`src/rtl/qam_packet_mapper_if.sv`:
```
// Bundle between the serial baseband source and the QAM packet mapper.
// Stream/control signals flow master -> slave, mapped symbols flow back.
interface qam_packet_mapper_if #(
    parameter int ADDR_W = 9,
    parameter int OUT_W  = 5
) ();
    logic              enable;
    logic [1:0]        mode;
    logic              data_in;
    logic              data_valid;
    logic              sym_valid;
    logic [OUT_W-1:0]  sym_i;
    logic [OUT_W-1:0]  sym_q;
    logic [ADDR_W-1:0] sym_addr;
    logic              busy;
    logic              pkt_done;

    modport master (
        output enable, mode, data_in, data_valid,
        input  sym_valid, sym_i, sym_q, sym_addr, busy, pkt_done
    );

    modport slave (
        input  enable, mode, data_in, data_valid,
        output sym_valid, sym_i, sym_q, sym_addr, busy, pkt_done
    );
endinterface

```
`src/rtl/qam_packet_mapper.sv`:
```
// M-QAM packet mapper: hunts a serial stream for a header, then slices
// the payload into 2/4/6/8-bit symbols and maps them to signed I/Q levels.
module qam_packet_mapper #(
    parameter int                 SYMBOLS_PER_PACKET = 512,
    parameter int                 HDR_LEN            = 12,
    parameter logic [HDR_LEN-1:0] HEADER             = 12'b101100_111000,
    parameter int                 ADDR_W             = 9,
    parameter int                 OUT_W              = 5
) (
    input logic               data_clk,
    input logic               rst,
    qam_packet_mapper_if.slave bus
);
    typedef enum logic {
        S_HUNT    = 1'b0,
        S_PAYLOAD = 1'b1
    } state_t;

    localparam int FILL_W = $clog2(HDR_LEN + 1);
    localparam logic [FILL_W-1:0] FILL_FULL = FILL_W'(HDR_LEN);
    localparam logic [FILL_W-1:0] FILL_ARM  = FILL_W'(HDR_LEN - 1);
    localparam logic [ADDR_W-1:0] LAST_SYM  = ADDR_W'(SYMBOLS_PER_PACKET - 1);

    state_t             r_state;
    state_t             w_next_state;

    logic [HDR_LEN-1:0] r_hdr;
    logic [FILL_W-1:0]  r_fill;
    logic [1:0]         r_k;
    logic [2:0]         r_bit;
    logic [6:0]         r_sym;
    logic [ADDR_W-1:0]  r_scnt;
    logic               r_sym_valid;
    logic               r_pkt_done;
    logic [OUT_W-1:0]   r_sym_i;
    logic [OUT_W-1:0]   r_sym_q;
    logic [ADDR_W-1:0]  r_sym_addr;

    logic               w_accept;
    logic               w_match;
    logic               w_sym_done;
    logic               w_last;
    logic [HDR_LEN-1:0] w_hdr_shift;
    logic [7:0]         w_sym_full;
    logic [3:0]         w_ci;
    logic [3:0]         w_cq;
    logic [OUT_W-1:0]   w_off;
    logic [OUT_W-1:0]   w_lvl_i;
    logic [OUT_W-1:0]   w_lvl_q;

    // A bit is taken only when both enabled and qualified valid.
    assign w_accept    = bus.enable & bus.data_valid;
    assign w_hdr_shift = {r_hdr[HDR_LEN-2:0], bus.data_in};
    assign w_sym_full  = {r_sym, bus.data_in};

    // Fill counter gates the match so short streams can never hit.
    assign w_match = (r_state == S_HUNT) && w_accept &&
                     (r_fill >= FILL_ARM) && (w_hdr_shift == HEADER);

    // k-1 equals {mode, 1} for k = 2, 4, 6, 8.
    assign w_sym_done = (r_state == S_PAYLOAD) && w_accept &&
                        (r_bit == {r_k, 1'b1});
    assign w_last     = w_sym_done && (r_scnt == LAST_SYM);

    // Split the completed symbol into I/Q codes and pick the level offset.
    always_comb begin
        w_ci  = 4'd0;
        w_cq  = 4'd0;
        w_off = OUT_W'(1);
        unique case (r_k)
            2'b00: begin
                w_ci  = {3'b000, w_sym_full[1]};
                w_cq  = {3'b000, w_sym_full[0]};
                w_off = OUT_W'(1);
            end
            2'b01: begin
                w_ci  = {2'b00, w_sym_full[3:2]};
                w_cq  = {2'b00, w_sym_full[1:0]};
                w_off = OUT_W'(3);
            end
            2'b10: begin
                w_ci  = {1'b0, w_sym_full[5:3]};
                w_cq  = {1'b0, w_sym_full[2:0]};
                w_off = OUT_W'(7);
            end
            2'b11: begin
                w_ci  = w_sym_full[7:4];
                w_cq  = w_sym_full[3:0];
                w_off = OUT_W'(15);
            end
            default: begin
                w_ci  = 4'd0;
                w_cq  = 4'd0;
                w_off = OUT_W'(1);
            end
        endcase
    end

    // Level = 2c - (2^(k/2)-1); modular OUT_W arithmetic yields two's complement.
    assign w_lvl_i = OUT_W'({w_ci, 1'b0}) - w_off;
    assign w_lvl_q = OUT_W'({w_cq, 1'b0}) - w_off;

    // State register.
    always_ff @(posedge data_clk) begin
        if (rst) begin
            r_state <= S_HUNT;
        end else begin
            r_state <= w_next_state;
        end
    end

    // Next-state logic; disable forces the hunt state.
    always_comb begin
        w_next_state = r_state;
        if (!bus.enable) begin
            w_next_state = S_HUNT;
        end else begin
            unique case (r_state)
                S_HUNT:    if (w_match) w_next_state = S_PAYLOAD;
                S_PAYLOAD: if (w_last)  w_next_state = S_HUNT;
                default:   w_next_state = S_HUNT;
            endcase
        end
    end

    // Header hunt, symbol assembly and registered symbol outputs.
    always_ff @(posedge data_clk) begin
        if (rst) begin
            r_hdr       <= '0;
            r_fill      <= '0;
            r_k         <= 2'b00;
            r_bit       <= 3'd0;
            r_sym       <= 7'd0;
            r_scnt      <= '0;
            r_sym_valid <= 1'b0;
            r_pkt_done  <= 1'b0;
            r_sym_i     <= '0;
            r_sym_q     <= '0;
            r_sym_addr  <= '0;
        end else begin
            r_sym_valid <= 1'b0;
            r_pkt_done  <= 1'b0;
            if (!bus.enable) begin
                r_hdr  <= '0;
                r_fill <= '0;
                r_bit  <= 3'd0;
                r_sym  <= 7'd0;
                r_scnt <= '0;
            end else if (r_state == S_HUNT) begin
                if (w_match) begin
                    r_k    <= bus.mode;
                    r_bit  <= 3'd0;
                    r_sym  <= 7'd0;
                    r_scnt <= '0;
                    r_hdr  <= '0;
                    r_fill <= '0;
                end else if (w_accept) begin
                    r_hdr <= w_hdr_shift;
                    if (r_fill != FILL_FULL) begin
                        r_fill <= r_fill + 1'b1;
                    end
                end
            end else if (w_accept) begin
                if (w_sym_done) begin
                    r_bit       <= 3'd0;
                    r_sym       <= 7'd0;
                    r_sym_valid <= 1'b1;
                    r_sym_i     <= w_lvl_i;
                    r_sym_q     <= w_lvl_q;
                    r_sym_addr  <= r_scnt;
                    r_scnt      <= r_scnt + 1'b1;
                    if (w_last) begin
                        r_pkt_done <= 1'b1;
                        r_scnt     <= '0;
                        r_hdr      <= '0;
                        r_fill     <= '0;
                    end
                end else begin
                    r_bit <= r_bit + 3'd1;
                    r_sym <= w_sym_full[6:0];
                end
            end
        end
    end

    // Output drive; busy follows the payload state directly.
    always_comb begin
        bus.busy      = (r_state == S_PAYLOAD);
        bus.sym_valid = r_sym_valid;
        bus.pkt_done  = r_pkt_done;
        bus.sym_i     = r_sym_i;
        bus.sym_q     = r_sym_q;
        bus.sym_addr  = r_sym_addr;
    end
endmodule

```
`src/flat_wrapper.sv`:
```
// flat-port wrapper written by rule: the top's interface ports become plain ports
module qam_packet_mapper_flat 
#(
    parameter int                 SYMBOLS_PER_PACKET = 512,
    parameter int                 HDR_LEN            = 12,
    parameter logic [HDR_LEN-1:0] HEADER             = 12'b101100_111000,
    parameter int                 ADDR_W             = 9,
    parameter int                 OUT_W              = 5
)
  (data_clk, rst, bus_enable, bus_mode, bus_data_in, bus_data_valid, bus_sym_valid, bus_sym_i, bus_sym_q, bus_sym_addr, bus_busy, bus_pkt_done);
  qam_packet_mapper_if #(.ADDR_W(ADDR_W), .OUT_W(OUT_W)) bus_i ();
  input logic data_clk;
  input logic rst;
  input wire logic [$bits(bus_i.enable)-1:0] bus_enable;
  input wire logic [$bits(bus_i.mode)-1:0] bus_mode;
  input wire logic [$bits(bus_i.data_in)-1:0] bus_data_in;
  input wire logic [$bits(bus_i.data_valid)-1:0] bus_data_valid;
  output wire logic [$bits(bus_i.sym_valid)-1:0] bus_sym_valid;
  output wire logic [$bits(bus_i.sym_i)-1:0] bus_sym_i;
  output wire logic [$bits(bus_i.sym_q)-1:0] bus_sym_q;
  output wire logic [$bits(bus_i.sym_addr)-1:0] bus_sym_addr;
  output wire logic [$bits(bus_i.busy)-1:0] bus_busy;
  output wire logic [$bits(bus_i.pkt_done)-1:0] bus_pkt_done;
  assign bus_i.enable = bus_enable;
  assign bus_i.mode = bus_mode;
  assign bus_i.data_in = bus_data_in;
  assign bus_i.data_valid = bus_data_valid;
  assign bus_sym_valid = bus_i.sym_valid;
  assign bus_sym_i = bus_i.sym_i;
  assign bus_sym_q = bus_i.sym_q;
  assign bus_sym_addr = bus_i.sym_addr;
  assign bus_busy = bus_i.busy;
  assign bus_pkt_done = bus_i.pkt_done;
  qam_packet_mapper #(.SYMBOLS_PER_PACKET(SYMBOLS_PER_PACKET), .HDR_LEN(HDR_LEN), .HEADER(HEADER), .ADDR_W(ADDR_W), .OUT_W(OUT_W)) u_core (.data_clk(data_clk), .rst(rst), .bus(bus_i));
endmodule
```
`config.mk`:
```
export PLATFORM = sky130hd
export DESIGN_NAME = qam_packet_mapper_flat
export DESIGN_NICKNAME = d
export VERILOG_FILES = /design/src/rtl/qam_packet_mapper_if.sv /design/src/rtl/qam_packet_mapper.sv /design/src/flat_wrapper.sv
export SDC_FILE = /design/constraint.sdc
export NUM_CORES = 1
export LEC_CHECK = 0
export CORE_UTILIZATION = 50
export DETAILED_ROUTE_END_ITERATION = 16
export HOLD_SLACK_MARGIN = 0.15
export PLACE_DENSITY = 0.71
export SLEW_MARGIN = 20
export SYNTH_ARGS = -nofsm -noshare
export SYNTH_HDL_FRONTEND = slang
export SYNTH_SLANG_ARGS = --single-unit
```
`constraint.sdc`:
```
create_clock -name data_clk -period 2.41 [get_ports data_clk]
set_clock_uncertainty 0.2 [all_clocks]
set_input_delay 0.6025 -clock data_clk [delete_from_list [all_inputs] [get_ports data_clk]]
set_output_delay 0.6025 -clock data_clk [all_outputs]
set_load 0.03 [all_outputs]
```
==> flow_summary.ini <==
[logic_synthesis]
syn_area_mm2 = 0.00263
yosysSeqAreaShare_pct = 43.3
syn-num-nets = 334
syn_inst = 315
synth.area.top_cells = dfxtp_1, nand2_1, a21oi_1
yosysMostFrequentCell = dfxtp_1
synthTopCellsByCount = dfxtp_1, nand2_1, nor2_1
syn_area_per_cell_um2 = 8.36
ys.flop_type = dfxtp_1
synth_edf_count = 0
synthArstFlopShare_pct = 0
yosysTopAreaCellShare_pct = 43.3
ys_types = 43
yosys_warnings = 0
synth-seq-cells = 57
synth_area_leader_cell = dfxtp_1

[setup_path]
cp.arrival_ns = 2.38
rr_worst_depth = 6
required_ns = 2.44
crit_slowest_cell = or4b_4
startpoint_type = input pin
cp.depth = 6
max_stage_delay_ns = 0.52
cp_max_fo = 3
critPathTopFamily = simple AND/OR/NAND/NOR gates
worst-path-buf-inv = 1
crit_type = in -> reg
crit_chain = dlygate4sd2_1, or3b_4, o41a_4, or4b_4, xor2_1, nor2_2
endpoint_kind = flip-flop

[hold_path]
hold_path_class = reg -> reg
whs_path_depth = 2

[floorplanning]
core_mm2 = 0.00507
die_area_mm2 = 0.00556
top_level_ports = 29
std_cell_rows = 26
die_y_um = 74.6
start_util_pct = 51.9
dieWidth_um = 74.6

[routing]
drtPass1Iterations = 4
wirelength_um = 5920
dr.first_iter.drc_count = 104
wl_per_cell_um = 13.2
viasPerCell = 5.29
ant_nets = 0
drc_errors = 0
num_vias = 2368

[layout]
diodes = 0
fin_util_pct = 67.6
final_cells = 448
finalNetCount = 395
drive_above_1_share_pct = 17.2
syn_to_final_growth_pct = 30.4
nFillCells = 431
postLayoutCellArea_mm2 = 0.00343

[place]
place_area_mm2 = 0.00324
place_congestion = 0.811
dp_slack_ns = -0.474
dpl.hpwl_um = 4440
portBuffers = 28
dp.cells = 435

[power_and_ir_drop]
finalPower_w = 0.00181
ir_worst_vdd_v = 0.000373
leakagePower_nw = 1.23
powerDensity_mw_per_mm2 = 526

[cts]
htree_levels = 3
clockRootBuffer = clkbuf_8
clkTransAtPathRegs_ns = 0.06
cts.sinks = 57
numCtsBuffers = 9
ctsHoldBuffers = 0
clk_latency_ns = 0.33
cts_setup_buffers = 0
clk_path_buf_depth = 2
cts_tree = built

[global_routing]
grt_remaining_overflow = 0
grt_pass1_vias = 2144
grt_max_degree = 20
grt_pass1_wl_um = 9760
groute.usage.overall_pct = 23.6
antenna_found_initial = 0

[timing]
finalCritPeriodShare_pct = 97.4
finalHoldViolCount = 0
setup_viol_count_final = 0
tightest_slew_ns = 0.549
fmax_ghz = 0.426
relSlewSlack_pct = 63.3
drv_slew = 0
worst_slack_ns = 0.0637
period_needed_ns = 2.35

[status]
status = completed

[run]
maxCapViolCount = 0
[area by class of cell]
| cell class | instances | area [um^2] | share of cell area, % |
|---|---|---|---|
| Clock buffer | 13 | 169 | 4.92 |
| Sequential cell | 57 | 1140 | 33.3 |
| Inverter | 10 | 37.5 | 1.09 |
| Timing Repair Buffer | 68 | 591 | 17.2 |
| Multi-Input combinational cell | 230 | 1410 | 40.9 |
| Tap cell | 70 | 87.6 | 2.55 |
[state kept, by name, summed over array words and instances (netlist names)]
name and cells:
u_core.bus.sym_valid 1, u_core.bus.sym_q 5, u_core.r_bit 3, u_core.bus.pkt_done 1, u_core.r_sym 7, u_core.r_hdr 11, u_core.r_k 2, u_core.bus.sym_i 4
u_core.r_scnt 9, u_core.bus.sym_addr 9, u_core.bus.busy 1, u_core.r_fill 4
[per-layer routing]
metal  vias up  GRT usage, %  wire [um]
li1       1223             -          -
met3        12          4.07        161
met4         0          11.3        129
met5         -             0          0
met2        44          39.8       2820
met1      1089          29.0       2810
[layout by cell type (no fill, tap or decap), types with 2 or more instances in the layout]
master            n
ha_1              9
a211oi_1          8
dfxtp_1          56
nor3_1            5
nor2b_1           2
nand2_1          48
or3_1             2
nor2_2            2
inv_1            10
xnor2_1           4
a31oi_1           2
clkdlybuf4s50_1  26
nand4bb_1         2
clkbuf_8         12
a21oi_1          31
nand3_1          12
xor2_1            8
nor4_1            2
buf_4            39
mux2i_1           4
dlygate4sd2_1     2
o31ai_1           2
a311oi_1          2
nor2_1           36
a22oi_1          12
o21ai_0          12
nand4_1           4
and2_1            2
fa_1              2
[tightest hold or removal path, stage by stage, from the launching register on]
cell     delay, ns
dfxtp_1       0.31
nand2_1       0.05
a21oi_1       0.05
[through the flow]
stage | hold slack (ns) | TNS, ns
final | 0.253 | 0
after global routing | 0.270 | -0.000423
after CTS | 0.255 | 0
after detailed placement | 0.247 | -12.30
after global placement | 0.242 | -11.54
after floorplan | 0.240 | 0
[where the power goes]
part / internal, W / switching (W) / leakage (nW)
logic: 0.0000386 / 0.0000445 / 0.682
clock network: 0.000440 / 0.000337 / 0.0875
registers: 0.000944 / 0.00000117 / 0.459
[cells by family after synthesis]
logic type,count (synthesis),share of synthesized area [%]
simple gates,127,22.5
compound gates,75,18.1
buf+inv,28,4.23
flops,57,43.3
mux,4,1.52
xor+xnor,12,3.99
fa+ha+maj,12,6.27
[path summary, 6_finish.rpt]
check / endpoint / from / slack [ns]
max: u_core.r_scnt[4]$_SDFFE_PP0P_ / bus_data_in / 0.06
min: u_core.bus.sym_addr[5]$_SDFFE_PP0P_ / u_core.bus.sym_addr[5]$_SDFFE_PP0P_ / 0.25
max reg2reg: u_core.r_scnt[4]$_SDFFE_PP0P_ / u_core.r_fill[0]$_SDFFE_PP0P_ / 0.10
min reg2reg: u_core.bus.sym_addr[5]$_SDFFE_PP0P_ / u_core.bus.sym_addr[5]$_SDFFE_PP0P_ / 0.25
[timing repair]
action	CTS	global route
setup endpoints to repair	20	15
pin swaps	1	0
gates resized for setup	2	5
Power figures use the tool's default switching activity.
